--- config.mk ---
export PLATFORM = sky130hd
export DESIGN_NAME = vga_layer_mixer
export DESIGN_NICKNAME = d
export VERILOG_FILES = /design/src/rtl/vga_pkg.sv /design/src/rtl/vga_prio_enc.sv /design/src/rtl/vga_layer_mixer.sv
export SDC_FILE = /design/constraint.sdc
export NUM_CORES = 1
export LEC_CHECK = 0
export CAP_MARGIN = 20
export CORE_MARGIN = 3
export CORE_UTILIZATION = 39
export CTS_CLUSTER_DIAMETER = 150
export DETAILED_ROUTE_END_ITERATION = 10
export GPL_TIMING_DRIVEN = 1
export PLACE_DENSITY = 0.74
export SLEW_MARGIN = 10
export SYNTH_ARGS = -nofsm -noshare
export SYNTH_HDL_FRONTEND = slang
export SYNTH_SLANG_ARGS = --single-unit
--- constraint.sdc ---
create_clock -name clk -period 2.2 [get_ports clk]
set_clock_uncertainty 0.2 [all_clocks]
set_input_delay 0.33 -clock clk [delete_from_list [all_inputs] [get_ports clk]]
set_output_delay 0.33 -clock clk [all_outputs]
set_load 0.05 [all_outputs]
--- src/rtl/vga_pkg.sv ---
// rtl/vga_pkg.sv - shared defaults, RGB565 constants and layer_id width helper for the VGA layer mixer
package vga_pkg;

   localparam int          COLOR_W_DEF   = 16;
   localparam logic [15:0] KEY_COLOR_DEF = 16'hF81F;

   localparam logic [15:0] RGB565_BLACK   = 16'h0000;
   localparam logic [15:0] RGB565_WHITE   = 16'hFFFF;
   localparam logic [15:0] RGB565_RED     = 16'hF800;
   localparam logic [15:0] RGB565_GREEN   = 16'h07E0;
   localparam logic [15:0] RGB565_BLUE    = 16'h001F;
   localparam logic [15:0] RGB565_MAGENTA = 16'hF81F;

   // Wide enough to hold every layer index plus the background code NUM_LAYERS.
   function automatic int lid_w(input int num_layers);
      return $clog2(num_layers + 1);
   endfunction

endpackage

--- src/rtl/vga_prio_enc.sv ---
// rtl/vga_prio_enc.sv - priority encoder, lowest set request wins; idx_o = N when nothing is requested
module vga_prio_enc #(
   parameter int N     = 4,
   parameter int IDX_W = 3
) (
   input  logic [N-1:0]     req_i,
   output logic [IDX_W-1:0] idx_o,
   output logic             valid_o
);

   always_comb begin
      idx_o   = IDX_W'(N);
      valid_o = 1'b0;
      for (int i = N - 1; i >= 0; i--) begin
         if (req_i[i]) begin
            idx_o   = IDX_W'(i);
            valid_o = 1'b1;
         end
      end
   end

endmodule

--- src/rtl/vga_layer_mixer.sv ---
// rtl/vga_layer_mixer.sv - layer priority compositing, frame-synchronous mask, collision detect, output pipeline
// Optional colour-key transparency: define VGA_MIXER_COLORKEY_EN.
module vga_layer_mixer
   import vga_pkg::*;
#(
   parameter int                 NUM_LAYERS = 4,
   parameter int                 COLOR_W    = COLOR_W_DEF,
   parameter int                 LATENCY    = 2,
   parameter int                 COLL_A     = 0,
   parameter int                 COLL_B     = 1,
   parameter logic [COLOR_W-1:0] KEY_COLOR  = COLOR_W'(KEY_COLOR_DEF)
) (
   input  logic                            clk,
   input  logic                            rst,
   input  logic                            hsync_in,
   input  logic                            vsync_in,
   input  logic                            de_in,
   input  logic                            new_frame,
   input  logic [NUM_LAYERS-1:0]           layer_pe,
   input  logic [NUM_LAYERS*COLOR_W-1:0]   layer_color,
   input  logic [COLOR_W-1:0]              bg_color,
   input  logic                            mask_wr,
   input  logic [NUM_LAYERS-1:0]           layer_mask_in,
   output logic                            vga_hsync,
   output logic                            vga_vsync,
   output logic                            vga_de,
   output logic [COLOR_W-1:0]              vga_rgb,
   output logic [lid_w(NUM_LAYERS)-1:0]    layer_id,
   output logic [NUM_LAYERS-1:0]           mask_active,
   output logic                            coll_valid,
   output logic                            coll_hit,
   output logic [15:0]                     coll_frames
);

   localparam int LID_W = lid_w(NUM_LAYERS);
   localparam int P_W   = 3 + COLOR_W + LID_W;
   localparam logic [P_W-1:0] P_RST = {{(3 + COLOR_W){1'b0}}, LID_W'(NUM_LAYERS)};

   logic [NUM_LAYERS-1:0] mask_q, pend_q;
   logic [NUM_LAYERS-1:0] eff;
   logic [LID_W-1:0]      win_idx;
   logic                  win_valid;
   logic [COLOR_W-1:0]    comp;
   logic [P_W-1:0]        pipe_d;
   logic [P_W-1:0]        pipe_q [LATENCY];
   logic                  hit_now;
   logic                  acc_q, coll_hit_q, coll_valid_q;
   logic [15:0]           coll_frames_q;

   always_comb begin
      eff = '0;
      for (int i = 0; i < NUM_LAYERS; i++) begin
`ifdef VGA_MIXER_COLORKEY_EN
         eff[i] = layer_pe[i] & mask_q[i] & (layer_color[i*COLOR_W +: COLOR_W] != KEY_COLOR);
`else
         eff[i] = layer_pe[i] & mask_q[i];
`endif
      end
   end

   vga_prio_enc #(.N(NUM_LAYERS), .IDX_W(LID_W)) u_prio (
      .req_i   (eff),
      .idx_o   (win_idx),
      .valid_o (win_valid)
   );

   always_comb begin
      comp = bg_color;
      if (win_valid) begin
         for (int i = 0; i < NUM_LAYERS; i++) begin
            if (win_idx == LID_W'(i)) comp = layer_color[i*COLOR_W +: COLOR_W];
         end
      end
      if (!de_in) comp = '0;
   end

   assign pipe_d = {hsync_in, vsync_in, de_in, comp, win_idx};

   always_ff @(posedge clk or posedge rst) begin
      if (rst) begin
         for (int s = 0; s < LATENCY; s++) pipe_q[s] <= P_RST;
      end else begin
         pipe_q[0] <= pipe_d;
         for (int s = 1; s < LATENCY; s++) pipe_q[s] <= pipe_q[s-1];
      end
   end

   assign {vga_hsync, vga_vsync, vga_de, vga_rgb, layer_id} = pipe_q[LATENCY-1];

   // A write landing on the frame-start cycle bypasses the pending register.
   always_ff @(posedge clk or posedge rst) begin
      if (rst) begin
         pend_q <= '1;
         mask_q <= '1;
      end else begin
         if (mask_wr)   pend_q <= layer_mask_in;
         if (new_frame) mask_q <= mask_wr ? layer_mask_in : pend_q;
      end
   end

   assign hit_now = eff[COLL_A] & eff[COLL_B] & de_in;

   always_ff @(posedge clk or posedge rst) begin
      if (rst) begin
         acc_q         <= 1'b0;
         coll_hit_q    <= 1'b0;
         coll_valid_q  <= 1'b0;
         coll_frames_q <= 16'd0;
      end else begin
         coll_valid_q <= new_frame;
         if (new_frame) begin
            coll_hit_q <= acc_q | hit_now;
            acc_q      <= 1'b0;
         end else if (hit_now) begin
            acc_q <= 1'b1;
         end
         if (coll_valid_q && coll_hit_q && coll_frames_q != 16'hFFFF)
            coll_frames_q <= coll_frames_q + 16'd1;
      end
   end

   assign mask_active = mask_q;
   assign coll_valid  = coll_valid_q;
   assign coll_hit    = coll_hit_q;
   assign coll_frames = coll_frames_q;

endmodule

==> out/metrics.cfg, run 1 <==
[cells_and_area]
final_cell_count_no_fill = 533
area_growth_pct = 49.9
diodes = 0
nets = 519
drive_gt1_frac = 0.159

[synthesis]
yosysWarnings = 0
synth_nets = 397
synthArstFlopShare = 1.00
synth_most_common_cell = dfrtp_1
syn_area_per_cell_sq_um = 11.3
synth.area.top_cells = dfrtp_1, dfstp_2, buf_4
ys_types = 40
synth_edf_count = 0
synthCells = 301
ys.flop_type = dfrtp_1
synth-seq-cells = 71
synth_area_sq_um = 3390
yosys.area.top_type = dfrtp_1
synthTopCellsByCount = dfrtp_1, buf_4, nand3_1
seq_area_frac_synth = 0.527
synth_top_area_share = 0.450

[floorplan]
start_util = 0.407
placementRows = 33
core_sq_um = 8340
dieWidth_um = 99.3
fp.dieH_um = 99.3
dieArea_sq_um = 9860
io_pins = 139

[clock_network]
clock_path_buffers = 2
cts_buffers = 9
clk_latency_ps = 340
cts_tree = done
htreeDepth = 3
clk_pin_slew_ps = 90
cts-root-buf = clkbuf_8
postCtsSetupRepairBufs = 0
cts.sinks = 71

[global_route]
grt_max_degree = 24
grt_pass1_wl_mm = 15.8
grt_pass1_vias = 3039
antenna_found_initial = 0
grtUsageTotal = 0.204
grt.overflow.total = 0

[min_path]
hold_end = vga_rgb[15]
holdCritStartpoint = pipe_q[40]
holdPathStages = 0
hold_class = flop to flop

[setup_path]
required_ps = 1670
slowest_stage = clkdlybuf4s50_1
path_buf_inv = 1
crit_family = buffers and inverters
cp_slowest_stage_delay_ps = 850
r2r_cells = 4
path_max_fanout = 5
cp_num_cells = 1
r2r-end = pipe_q[25]
crit-reg2reg-launch = mask_active[1]
critical_path_class = flop to output port
critPathLaunchType = flop
reg2reg_setup_slack_ps = 150
arrival_ps = 1620
cp_cell_sequence = clkdlybuf4s50_1
crit_path_end_kind = output port

[timing]
finalSetupViolations = 0
relSlewSlack = 0.643
fin_ws_ps = 47.2
fin_setup_tns_ps = 0
hold_viol = 0
period_share = 0.979
fmax_ghz = 0.465
tightest_slew_ps = 535
period_needed_ps = 2150
maxSlewViolCount = 0
rsz0062_at_grt = false

[detailed_routing]
wl_per_cell_um = 18.9
drtIter0Drc = 140
drc = 0
postRouteAntennaNets = 0
via_per_inst = 5.47
num_vias = 2917
wirelength_mm = 10.1
dr.pass1.iters = 4

[power]
p_per_area_nw_per_um2 = 832
leakagePower_uw = 0.00224
ir_drop_mv = 0.373

[placement]
dp_worst_setup_slack_ps = -35.7
globalplace.congestion = 0.854
dp_hpwl_mm = 7.58
port_buffers = 138
post-place-cells = 517

[status]
run_status = finished, final reports clean

[flow_run]
drv_cap = 0

[sequential cells by signal, summed over array words and instances (netlist names), 3 cells and up]
name / count
pipe_q: 22
vga_rgb: 16
mask_active: 4
layer_id: 3
coll_frames: 16
pend_q: 4
[area by class of cell]
class	instances	area, sq um
fill	691	3250
clock buffer	11	151
timing repair buffer	155	1560
sequential	71	1790
inverter	1	7.51
clock inverter	5	104
multi-input combinational	185	1340
tap	105	131
[report_power, final]
group | switching [uW] | leakage (uW) | total, uW | internal, uW
combinational | 771 | 0.00122 | 1340 | 568
sequential | 118 | 0.000891 | 1610 | 1490
clock | 467 | 0.000130 | 1280 | 816
total | 1360 | 0.00224 | 4230 | 2880
[kinds of logic after synthesis]
kind of cell | share of synthesized area
compound gates | 0.186
simple gates | 0.136
flops | 0.527
buf+inv | 0.0778
xor+xnor | 0.0387
mux | 0.0310
fa+ha+maj | 0.00369
[layout by cell type, fill, tap and decap left out, types with 9 or more instances in the layout]
master           count
buf_4               19
o22ai_1             11
clkdlybuf4s50_1    126
nand3_1             20
and3_1              14
clkbuf_8            11
dfrtp_1             61
o211a_1             11
a211oi_1            11
a21oi_1             12
nor2_1               9
dfstp_2             10
xnor2_1             12
o211ai_1            12
[worst max path at each step]
| stage | to | from | slack (ps) |
|---|---|---|---|
| 2_1_floorplan | coll_frames[1] | coll_frames[2] | 130 |
| 3_3_place_gp | pipe_q[26] | layer_pe[1] | 50 |
| 3_5_place_dp | pipe_q[25] | layer_pe[1] | -40 |
| 4_1_cts | coll_hit | coll_hit | 6 |
| 5_1_grt | coll_frames[2] | coll_frames[2] | 3 |
| 6_report | coll_frames[7] | coll_frames[7] | 50 |
[what timing repair did]
item / in CTS / in global routing
gates cloned: 0 / 0
hold buffers: 0 / 0
setup endpoints to repair: 1 / 4
gates resized for setup: 1 / 4
hold endpoints to repair: 0 / 0
[through the flow]
step	instance area (sq um)	total power [uW]	utilization	hold WS, ps
floorplan	3400	2470	-	131
global placement	4820	2950	0.578	132
detailed placement	4820	2980	0.578	135
CTS	5080	4280	0.609	149
global route	5090	4430	0.610	160
finish	5090	4230	0.610	148
[layer usage]
layer | part of all wire | track usage
met3 | 0.076 | 0.0379
met1 | 0.41 | 0.267
met2 | 0.49 | 0.334
met5 | 0 | 0
met4 | 0.020 | 0.0840
No activity file was read; power rests on OpenSTA's default activity.
==> run 2, diff against run 1 <==
Settings changed: CORE_UTILIZATION 39 to 40, CTS_BUF_LIST set to sky130_fd_sc_hd__clkbuf_4, PLACE_DENSITY 0.74 to 0.75.
==> out/metrics.cfg, run 2 (synthesis results as in run 1) <==
[setup_path]
r2r-end = pipe_q[35]
cp_slowest_stage_delay_ps = 830  ; -20 ps
crit-reg2reg-launch = mask_active[1]
required_ps = 1670  ; about the same
crit_family = buffers and inverters
r2r_cells = 4  ; unchanged
critPathCapture = vga_rgb[4]
reg2reg_setup_slack_ps = 270  ; +120 ps
cp_num_cells = 1  ; unchanged
path_buf_inv = 1  ; unchanged
slowest_stage = clkdlybuf4s50_1
cp-startpoint = vga_rgb[4]
path_max_fanout = 1  ; -4
critPathLaunchType = flop
cp_cell_sequence = clkdlybuf4s50_1
critical_path_class = flop to output port
crit_path_end_kind = output port
arrival_ps = 1580  ; -40 ps

[power]
p_clk_frac = 0.282  ; -0.021
pwr-share-seq = 0.396  ; +0.015
leakagePower_uw = 0.00225  ; +0.60%
p_int_uw = 2740  ; -4.9%
p_per_area_nw_per_um2 = 808  ; -2.8%
combPwrFrac = 0.322  ; +0.006
p_sw_frac = 0.327  ; +0.00640
ir_drop_mv = 0.361  ; -3.4%
p_switching_uw = 1330  ; -2.1%

[clock_network]
cts-root-buf = clkbuf_4
clk_latency_ps = 390  ; +50 ps
postCtsSetupRepairBufs = 0  ; unchanged
hold_buffers = 0  ; unchanged
cts_tree = done
cts_resized = 12  ; +11
cts.sinks = 71  ; unchanged
cts_buffers = 9  ; unchanged
htreeDepth = 3  ; unchanged
clk_pin_slew_ps = 120  ; +30 ps
clock_path_buffers = 2  ; unchanged

[floorplan]
placementRows = 32  ; -3.0%
fp.dieH_um = 98.1  ; -1.2%
dieWidth_um = 98.1  ; -1.2%
io_pins = 139  ; unchanged
dieArea_sq_um = 9630  ; -2.4%
start_util = 0.426  ; +0.0190
core_sq_um = 7970  ; -4.5%

[detailed_routing]
drc = 0  ; unchanged
wl_per_cell_um = 18.2  ; -3.6%
dr.pass1.iters = 6  ; +2
postRouteAntennaNets = 0  ; unchanged
num_vias = 2949  ; +1.1%
wirelength_mm = 9.62  ; -4.3%
via_per_inst = 5.57  ; +1.9%
drtIter0Drc = 161  ; +15%

[timing]
relSlewSlack = 0.626  ; -0.0164
maxSlewViolCount = 0  ; unchanged
period_needed_ps = 2110  ; -40.1 ps
period_share = 0.960  ; -0.0182
fin_setup_tns_ps = 0  ; unchanged
rsz0062_at_grt = false
fmax_ghz = 0.473  ; +1.9%
hold_ws_ps = 107  ; -41.2 ps
tightest_slew_ps = 559  ; +24.5 ps
hold_viol = 0  ; unchanged
fin_ws_ps = 87.3  ; +40.1 ps
finalSetupViolations = 0  ; unchanged

[global_route]
grt.overflow.total = 0  ; unchanged
grtUsageTotal = 0.199  ; -0.00453
antenna_found_initial = 0  ; unchanged
grt_max_degree = 23  ; -4.2%
grt_pass1_wl_mm = 15.4  ; -2.4%
grt_pass1_vias = 2948  ; -3.0%

[placement]
dp_hpwl_mm = 7.28  ; -3.9%
globalplace.congestion = 0.854  ; about the same
dp_worst_setup_slack_ps = -23.7  ; +12.0 ps
port_buffers = 138  ; unchanged

[status]
run_status = finished, final reports clean

[cells_and_area]
drive_gt1_frac = 0.155  ; -0.00431
final_cell_mix = clkdlybuf4s50_1, dfrtp_1, nand3_1
fin_util = 0.631  ; +0.0210
nets = 518  ; -0.19%
mostFrequentLayoutCell = clkdlybuf4s50_1
largest-register = pipe_q
area_growth_pct = 48.1
diodes = 0  ; unchanged
largest_reg_flops = 22  ; unchanged

[flow_run]
drv_cap = 0  ; unchanged

[min_path]
hold_class = input pin to async pin

[run 2: cell count changes in the layout (fill, tap and decap cells not counted), sizes merged]
cell / delta
clkbuf: -1
clkdlybuf4s50: -11
bufinv: +1
dlygate4sd2: +11
buf: -1
[run 2: layer usage]
layer	routed length [um]	vias up	GRT usage
li1	-	1341	-
met1	4140	1450	0.269
met2	4650	140	0.313
met3	595	18	0.0479
met4	226	0	0.0745
met5	0	-	0
[run 2: per-stage QoR]
stage	total power, uW	area (sq um)	cells
2_1_floorplan	2470	3400	301
3_3_place_gp	2940	4820	513
3_5_place_dp	2970	4820	513
4_1_cts	4100	5020	529
5_1_grt	4250	5030	529
6_report	4060	5030	529
[run 2: worst min path at each step]
stage	end	slack [ps]	cells past startpoint
after global routing	pipe_q[40]	90	2
after global placement	vga_rgb[9]	130	0
after detailed placement	vga_rgb[9]	140	0
after CTS	vga_rgb[15]	90	2
after floorplan	layer_id[0]	130	0
final	pipe_q[25]	110	2
[run 2: power groups by stage]
| stage | logic [uW] | registers, uW | clock network (uW) |
|---|---|---|---|
| 6_report | 1310 | 1610 | 1150 |
| 5_1_grt | 1370 | 1630 | 1250 |
| 4_1_cts | 1310 | 1610 | 1170 |
| 3_5_place_dp | 1340 | 1640 | 0 |
| 3_3_place_gp | 1320 | 1630 | 0 |
| 2_1_floorplan | 652 | 1820 | 0 |
[run 2: cell type report]
cell class                      instances  area [sq um]
Inverter                                1          7.51
Clock buffer                           10          75.1
Clock inverter                          6           133
Timing Repair Buffer                  154          1550
Multi-Input combinational cell        185          1340
Sequential cell                        71          1790
Tap cell                              102           128
Fill cell                             664          2940
